===== src/rtl/tlc_pkg.sv =====
// Shared types for the intersection phase scheduler.
//   phase_t      : controller states with fixed codes. Code 7 is unused and
//                  is treated as illegal by the scheduler.
//   lamps_t      : one bit per lamp. There are two signal heads (NS, EW) and
//                  one walk lamp.
//   decode_lamps : maps a state code to its lamp pattern. An unknown code
//                  decodes to all-red with the walk lamp off.
package tlc_pkg;

  typedef enum logic [2:0] {
    NS_GREEN  = 3'd0,
    NS_YELLOW = 3'd1,
    ALLRED_A  = 3'd2,
    EW_GREEN  = 3'd3,
    EW_YELLOW = 3'd4,
    ALLRED_B  = 3'd5,
    PED_WALK  = 3'd6
  } phase_t;

  typedef struct packed {
    logic ns_red;
    logic ns_yellow;
    logic ns_green;
    logic ew_red;
    logic ew_yellow;
    logic ew_green;
    logic walk;
  } lamps_t;

  // Each head shows red unless the state is its own green or yellow.
  function automatic lamps_t decode_lamps(input phase_t p);
    lamps_t l;
    l = '{ns_red: 1'b1, ns_yellow: 1'b0, ns_green: 1'b0,
          ew_red: 1'b1, ew_yellow: 1'b0, ew_green: 1'b0, walk: 1'b0};
    case (p)
      NS_GREEN:  begin l.ns_red = 1'b0; l.ns_green  = 1'b1; end
      NS_YELLOW: begin l.ns_red = 1'b0; l.ns_yellow = 1'b1; end
      EW_GREEN:  begin l.ew_red = 1'b0; l.ew_green  = 1'b1; end
      EW_YELLOW: begin l.ew_red = 1'b0; l.ew_yellow = 1'b1; end
      PED_WALK:  l.walk = 1'b1;
      default:   ;
    endcase
    return l;
  endfunction

endpackage


===== src/rtl/phase_timer.sv =====
// Down-counter that times how long the scheduler stays in each state.
//   clk      : rising-edge clock
//   rst      : asynchronous active-high reset; the count resets to 0
//   load     : loads load_val on the next edge, which takes priority over
//              counting down
//   load_val : value to load, equal to the state duration minus 1
//   done     : high while the count is zero
module phase_timer #(
  parameter int CNT_W = 4
) (
  input  logic             clk,
  input  logic             rst,
  input  logic             load,
  input  logic [CNT_W-1:0] load_val,
  output logic             done
);

  logic [CNT_W-1:0] count;

  // The counter stops at zero. The owner reloads it on the edge where
  // done is seen.
  always_ff @(posedge clk or posedge rst) begin
    if (rst)
      count <= '0;
    else if (load)
      count <= load_val;
    else if (count != '0)
      count <= count - 1'b1;
  end

  assign done = (count == '0);

endmodule


===== src/rtl/intersection_phase_scheduler.sv =====
// Two-road intersection sequencer with a pedestrian walk phase.
// It is a Moore FSM with one shared phase_timer. The state runs through
// NS green/yellow, all-red, EW green/yellow, all-red, and then an optional
// walk phase.
//   clk, rst          : clock; asynchronous active-high reset
//   ns_car, ew_car    : vehicle sensors (only used when gap-out is built in)
//   ped_req           : pedestrian request; it is latched into ped_pend
//   ped_ack           : registered one-cycle pulse in the first walk cycle
//   ns_*/ew_* lamps   : signal heads; walk : walk lamp; phase : state code
// Optional build macro SCHED_GAPOUT_EN adds vehicle-actuated green
// extension. Without it, the controller runs a fixed-time plan.
module intersection_phase_scheduler #(
  parameter int GREEN_CYC  = 8,
  parameter int YELLOW_CYC = 2,
  parameter int ALLRED_CYC = 1,
  parameter int WALK_CYC   = 4,
  parameter int MAX_EXT    = 2,
  parameter int CNT_W      = 4
) (
  input  logic       clk,
  input  logic       rst,
  input  logic       ns_car,
  input  logic       ew_car,
  input  logic       ped_req,
  output logic       ped_ack,
  output logic       ns_red,
  output logic       ns_yellow,
  output logic       ns_green,
  output logic       ew_red,
  output logic       ew_yellow,
  output logic       ew_green,
  output logic       walk,
  output logic [2:0] phase
);
  import tlc_pkg::*;

  phase_t           state, next_state;
  logic             timer_done, timer_load;
  logic [CNT_W-1:0] timer_val;
  logic             ped_pend, ped_pend_next, entering_walk;
  logic             extend, illegal;
  lamps_t           lamps;

  function automatic logic [CNT_W-1:0] dur_m1(input phase_t p);
    case (p)
      NS_GREEN, EW_GREEN:   return CNT_W'(GREEN_CYC - 1);
      NS_YELLOW, EW_YELLOW: return CNT_W'(YELLOW_CYC - 1);
      PED_WALK:             return CNT_W'(WALK_CYC - 1);
      default:              return CNT_W'(ALLRED_CYC - 1);
    endcase
  endfunction

  phase_timer #(.CNT_W(CNT_W)) u_timer (
    .clk      (clk),
    .rst      (rst),
    .load     (timer_load),
    .load_val (timer_val),
    .done     (timer_done)
  );

`ifdef SCHED_GAPOUT_EN
  localparam int EXT_W = (MAX_EXT < 1) ? 1 : $clog2(MAX_EXT + 1);
  logic [EXT_W-1:0] ext_cnt;

  // A green is extended only when the opposing road is empty and no
  // pedestrian is waiting. A pending walk always forces the cycle onward.
  always_comb begin
    extend = 1'b0;
    if (timer_done && !ped_pend && (int'(ext_cnt) < MAX_EXT)) begin
      if (state == NS_GREEN)
        extend = !ew_car;
      else if (state == EW_GREEN)
        extend = !ns_car;
    end
  end

  always_ff @(posedge clk or posedge rst) begin
    if (rst)
      ext_cnt <= '0;
    else if ((next_state != state) &&
             (next_state == NS_GREEN || next_state == EW_GREEN))
      ext_cnt <= '0;
    else if (extend)
      ext_cnt <= ext_cnt + 1'b1;
  end
`else
  logic unused_cfg;
  assign extend     = 1'b0;
  assign unused_cfg = ns_car ^ ew_car ^ (MAX_EXT != 0);
`endif

  // State register, pedestrian latch and the registered acknowledge.
  always_ff @(posedge clk or posedge rst) begin
    if (rst) begin
      state    <= ALLRED_B;
      ped_pend <= 1'b0;
      ped_ack  <= 1'b0;
    end else begin
      state    <= next_state;
      ped_pend <= ped_pend_next;
      ped_ack  <= entering_walk;
    end
  end

  // Next state and timer reload. The state can change only when the timer
  // expires. An illegal code recovers to ALLRED_B with an expired timer.
  // ped_req is OR'd with ped_pend so that a request arriving in the last
  // all-red cycle is still served in this round.
  always_comb begin
    next_state = state;
    illegal    = 1'b0;
    case (state)
      NS_GREEN:  if (timer_done) next_state = extend ? NS_GREEN : NS_YELLOW;
      NS_YELLOW: if (timer_done) next_state = ALLRED_A;
      ALLRED_A:  if (timer_done) next_state = EW_GREEN;
      EW_GREEN:  if (timer_done) next_state = extend ? EW_GREEN : EW_YELLOW;
      EW_YELLOW: if (timer_done) next_state = ALLRED_B;
      ALLRED_B:  if (timer_done) next_state = (ped_pend || ped_req) ? PED_WALK : NS_GREEN;
      PED_WALK:  if (timer_done) next_state = NS_GREEN;
      default: begin
        next_state = ALLRED_B;
        illegal    = 1'b1;
      end
    endcase
    timer_load    = timer_done || illegal;
    timer_val     = illegal ? '0 : dur_m1(next_state);
    entering_walk = (state != PED_WALK) && (next_state == PED_WALK);
    // A request on the edge into the walk phase stays latched for the
    // next round.
    ped_pend_next = entering_walk ? ped_req : (ped_pend || ped_req);
  end

  // Moore lamp outputs decoded from the state register alone.
  always_comb begin
    lamps     = decode_lamps(state);
    ns_red    = lamps.ns_red;
    ns_yellow = lamps.ns_yellow;
    ns_green  = lamps.ns_green;
    ew_red    = lamps.ew_red;
    ew_yellow = lamps.ew_yellow;
    ew_green  = lamps.ew_green;
    walk      = lamps.walk;
    phase     = state;
  end

  a_no_dual_green: assert property (@(posedge clk) disable iff (rst)
    !(ns_green && ew_green));

endmodule


===== config.mk =====
export PLATFORM = sky130hd
export DESIGN_NAME = intersection_phase_scheduler
export DESIGN_NICKNAME = d
export VERILOG_FILES = /design/src/rtl/tlc_pkg.sv /design/src/rtl/phase_timer.sv /design/src/rtl/intersection_phase_scheduler.sv
export SDC_FILE = /design/constraint.sdc
export NUM_CORES = 1
export LEC_CHECK = 0
export ABC_AREA = 1
export BUFFER_PORTS_ARGS = -buffer_cell sky130_fd_sc_hd__clkbuf_2
export CAP_MARGIN = 0
export CORE_MARGIN = 5
export CORE_UTILIZATION = 45
export DETAILED_ROUTE_END_ITERATION = 8
export PLACE_DENSITY_LB_ADDON = 0.1
export SETUP_SLACK_MARGIN = 0.15
export SLEW_MARGIN = 25
export SYNTH_ARGS = -nofsm -noshare
export SYNTH_HDL_FRONTEND = slang
export SYNTH_SLANG_ARGS = --single-unit
export TNS_END_PERCENT = 1

===== constraint.sdc =====
create_clock -name clk -period 1.4 [get_ports clk]
set_input_delay 0.14 -clock clk [delete_from_list [all_inputs] [get_ports clk]]
set_output_delay 0.14 -clock clk [all_outputs]
set_load 0.05 [all_outputs]

* Word-level counts from Yosys, hierarchy flattened
Index checks and enable logic that the tools add are counted.
** Cells by class
- Muxes and demuxes :: 22
- Equality and inequality tests :: 11
- Reduce and logical (&&, ||, !) cells :: 13
- $add $sub $neg :: 1
** Operators by type and width (number)
- 2-to-1 mux 3 bit :: 8
- one-hot mux 3 bit (7 select lines) :: 1
- == test 3 bit, second input constant :: 5
- 2-to-1 mux 4 bit :: 3
- == test 3 x 2 -> 1 bit, second input constant :: 3
- 2-to-1 mux 1 bit :: 9
- one-hot mux 3 bit (3 select lines) :: 1
- OR reduction 2 bit :: 4
- OR reduction 7 bit :: 1
- == test 3 x 1 -> 1 bit, second input constant :: 2
- zero test 3 bit :: 2
- zero test 4 bit :: 1
- nonzero test 4 bit :: 1
- subtractor 4 x 1 -> 4 bit, second input constant :: 1
- inequality test 3 bit, second input constant :: 1
- logical OR 1 bit :: 2
- nonzero test 2 bit :: 1
- logical AND 1 bit :: 1
** Storage, ports and cells
- Bits of input ports :: 5
- Register bits :: 9
- Output and inout port bits :: 11

* Depth between registers and ports, before layout
- Word-level depth :: 9
- Depth in mapped cells :: 12
- Mapped depth without buffers :: 12

* By module
A second synthesis with hierarchy kept.
** Second synthesis, totals
- Cells, all modules :: 110
- Area total of the unflattened synthesis :: 743.2 sq um
** By module, submodules not included
- intersection_phase_scheduler :: cells each 72, area each 484.2 sq um, times used 1
- phase_timer :: cells each 38, area each 259.0 sq um, times used 1

* Worst setup path before layout
No wires, ideal clock.
- Kind :: register -> output
- Start point :: register state[0] (netlist: phase[0])
- End point :: output port ew_red
- Data required time :: 1260 ps
- Buffers on the path :: 1
- Data arrival time :: 1964 ps
- Cell stages (with the launch flop) :: 6
- Setup slack :: -704 ps
- Cells stage by stage :: dfstp_2 buf_4 nor2_1 nand2_1 inv_1 nor2_1
** Between the ends
- Longest elaborated chain between the ends :: 3
- Elaborated cells between the ends (all ways) :: 4
- Classes of those cells :: 2 x eq/ne; 1 x mux; 1 x reduce/logical
** RTL lines
- start, declared :: RTL line intersection_phase_scheduler.sv:37 : phase_t state, next_state;
- start signal, assigned :: RTL line intersection_phase_scheduler.sv:99 : state <= next_state;
- == test 3 bit or == test 3 x 2 -> 1 bit (tied branches) :: RTL line tlc_pkg.sv:35 : case (p)
- OR reduction 2 bit (no source line) *
- 2-to-1 mux 1 bit * :: RTL line tlc_pkg.sv:35
- end, declared :: RTL line intersection_phase_scheduler.sv:29 : output logic ew_red,
Every way passes the cells marked *; elsewhere a longest branch is shown, timed or not.

* Worst setup path after layout
- Start point :: register state[2] (netlist: phase[2])
- End point :: output port ew_red
Same word-level chain as after synthesis.

==> impl_metrics.env <==
export IMPL_avgSynthCellArea_um2=7.17
export IMPL_synth_main_ff_cell="dfrtp_1"
export IMPL_htreeDepth=1
export IMPL_rrSetupSlack_ns=-0.17
export IMPL_required_ns=1.26
export IMPL_grt_pass1_vias=636
export IMPL_setup_viol=11
export IMPL_power_uw=3050
export IMPL_clkSinkCount=9
export IMPL_post_dp_cell_area_um2=817
export IMPL_layout_drive_gt1_share=0.587
export IMPL_drt_pass1_iter_count=4
export IMPL_place_congestion=0.851
export IMPL_max_slew_worst_pin_slew_ns=0.378
export IMPL_hold_end="ped_pend"
export IMPL_leakage_uw=0.000592
export IMPL_cp_max_fo=4
export IMPL_cp_arrival_ns=1.47
export IMPL_slew_headroom=0.748
export IMPL_cp_start_kind="register"
export IMPL_dieArea_um2=2210
export IMPL_synth_warnings=0
export IMPL_status="finished, violations left"
export IMPL_clkTransAtPathRegs_ns=0.07
export IMPL_coreArea_um2=1300
export IMPL_cts_made_buffers=3
export IMPL_timing_rr_end="u_timer.count[1]"
export IMPL_synth_common_cells="nand2_1 (21), inv_1 (16), nor2_1 (10), dfrtp_1 (7), nand3_1 (6)"
export IMPL_worst_slack_ns=-0.208
export IMPL_cap_violations=0
export IMPL_report_final_slew_viol_count=0
export IMPL_synth_edf_count=0
export IMPL_start_util=0.474
export IMPL_viasPerCell=5.01
export IMPL_reg2regPathDepth=11
export IMPL_synth_most_common_cell="nand2_1"
export IMPL_synth_nets=92
export IMPL_synth_seq_cells=9
export IMPL_synth_top_area_cell="dfrtp_1"
export IMPL_die_w_um=47.0
export IMPL_synth_top_area_frac=0.284
export IMPL_antenna_found_initial=0
export IMPL_ir_drop_v=0.00169
export IMPL_grt_max_degree=10
export IMPL_synth_cells=86
export IMPL_grt_overflow_total=0
export IMPL_period_share=1.15
export IMPL_regToRegStartpoint="phase[2]"
export IMPL_grtUsageTotal=0.180
export IMPL_hp_start="ped_req"
export IMPL_cts_root_buf="clkbuf_4"
export IMPL_dp_cells=127
export IMPL_finalWirelength_mm=1.94
export IMPL_nets=128
export IMPL_clockBufferDepth=2
export IMPL_finClkSkew_ns=0.00732
export IMPL_syn_area_um2=617
export IMPL_die_height_um=47.0
export IMPL_synthTopCellsByArea="dfrtp_1 (28%), nand2_1 (13%), inv_1 (9.7%)"
export IMPL_remaining_drc_errors=0
export IMPL_row_count=13
export IMPL_synthDistinctLibCells=19
export IMPL_rsz0062_at_grt="yes"
export IMPL_hold_class="input port to register"
export IMPL_vias=681
export IMPL_max_freq_mhz=622
export IMPL_crit_type="register to primary output"
export IMPL_grt_pass1_wl_mm=2.70
export IMPL_cellPowerDensity_nw_per_um2=2860
export IMPL_period_minus_slack_ns=1.61
export IMPL_instances_no_fill=136
export IMPL_cp_end_kind="primary output"
export IMPL_dp_hpwl_mm=1.04
export IMPL_insertion_delay_ns=0.27
export IMPL_io_pins=16
export IMPL_stdcell_area_um2=1060
export IMPL_tritoncts="done"
export IMPL_syn2layout_area_growth_pct=72.6
export IMPL_synth_seq_area_share=0.369
export IMPL_num_antenna_cells=0
export IMPL_cp_startpoint="phase[2]"
export IMPL_async_flop_share=1.00
export IMPL_hold_viol_final=0
export IMPL_holdPathStages=3
export IMPL_violations="setup timing"
export IMPL_post_drt_wl_per_cell_um=14.3
export IMPL_drt_initial_drc_count=17
export IMPL_antenna_left=0
export IMPL_portBuffers=13
[sequential cells by signal (all words and copies together) (netlist names)]
register	count
u_timer.count	4
phase	3
ped_pend	1
ped_ack	1
[metal layers]
layer	GRT usage	part of all wire	up-vias	routed length (um)
met5	0	0	-	0
met4	0.105	0.045	0	88
met3	0.0307	0.069	8	134
met2	0.328	0.54	31	1040
met1	0.191	0.35	313	676
li1	-	-	329	-
[critical path, cell delays in order (launching register included)]
cell and delay, ns:
dfstp_4 0.66, buf_6 0.12, nand2_4 0.05, buf_6 0.12
inv_6 0.06, nor2_4 0.04, buf_8 0.14
[worst max path at each step]
stage                            end  slack, ns  cells after the start
finish                        ew_red      -0.21                      6
global route        u_timer.count[0]      -0.26                     11
detailed placement  u_timer.count[1]      -0.18                     10
CTS                           ew_red      -0.18                      6
global placement    u_timer.count[1]      -0.16                     10
floorplan           u_timer.count[0]      -0.36                     11
[kinds of logic (layout without fill, tap and decap cells)]
group	count (synthesis)	after routing	synth area share
adders and majority gates	1	1	0.0203
and+or+nand+nor	49	49	0.414
buffers and inverters	20	55	0.128
AOI/OAI and AO/OA	5	5	0.0406
DFF	9	9	0.369
xor gates and xnor gates	2	2	0.0284
[area by class of cell]
type / count / area, um^2
multi-input cells: 57 / 393
repair buffers: 32 / 318
fillers: 74 / 236
flip-flops and latches: 9 / 233
inverters: 19 / 76.3
clock buffers: 4 / 26.3
well taps: 15 / 18.8
[where the power goes]
group          total (uW)  leakage, uW  switching (uW)  internal, uW
combinational        2300     0.000474            1340           954
sequential            535     0.000103             139           395
clock                 215    0.0000150             105           110
total                3050     0.000592            1590          1460
[per-stage QoR]
| stage | setup slack (ns) | TNS [ns] | util | hold slack [ns] |
|---|---|---|---|---|
| after global routing | -0.258 | -2.12 | 0.818 | 0.181 |
| final | -0.208 | -1.48 | 0.818 | 0.137 |
| after detailed placement | -0.179 | -0.647 | 0.628 | 0.106 |
| after CTS | -0.178 | -1.42 | 0.762 | 0.123 |
| after floorplan | -0.360 | -2.07 | - | -0.0335 |
| after global placement | -0.160 | -0.548 | 0.628 | 0.0974 |
[cells in the final DEF, fill, tap and decap left out, types with 2 or more instances in the layout]
master / n
clkbuf_4: 3
nor2_1: 7
buf_4: 14
inv_1: 11
clkbuf_2: 4
o21ai_1: 3
nand2_4: 4
xor2_1: 2
buf_6: 5
nor2_4: 5
nand3_1: 3
o21ai_2: 2
nand2_2: 8
nand2_1: 15
dfrtp_1: 6
nand3_2: 4
clkbuf_8: 3
inv_2: 7
buf_8: 4
[what timing repair did]
action | CTS | global route
setup endpoints to repair | 16 | 19
endpoints found under the hold margin | 7 | 0
resized for setup | 31 | 23
pin swaps | 5 | 2
hold buffers | 1 | 0
buffers inserted | 2 | 2
No activity file was read; power rests on OpenSTA's default activity.
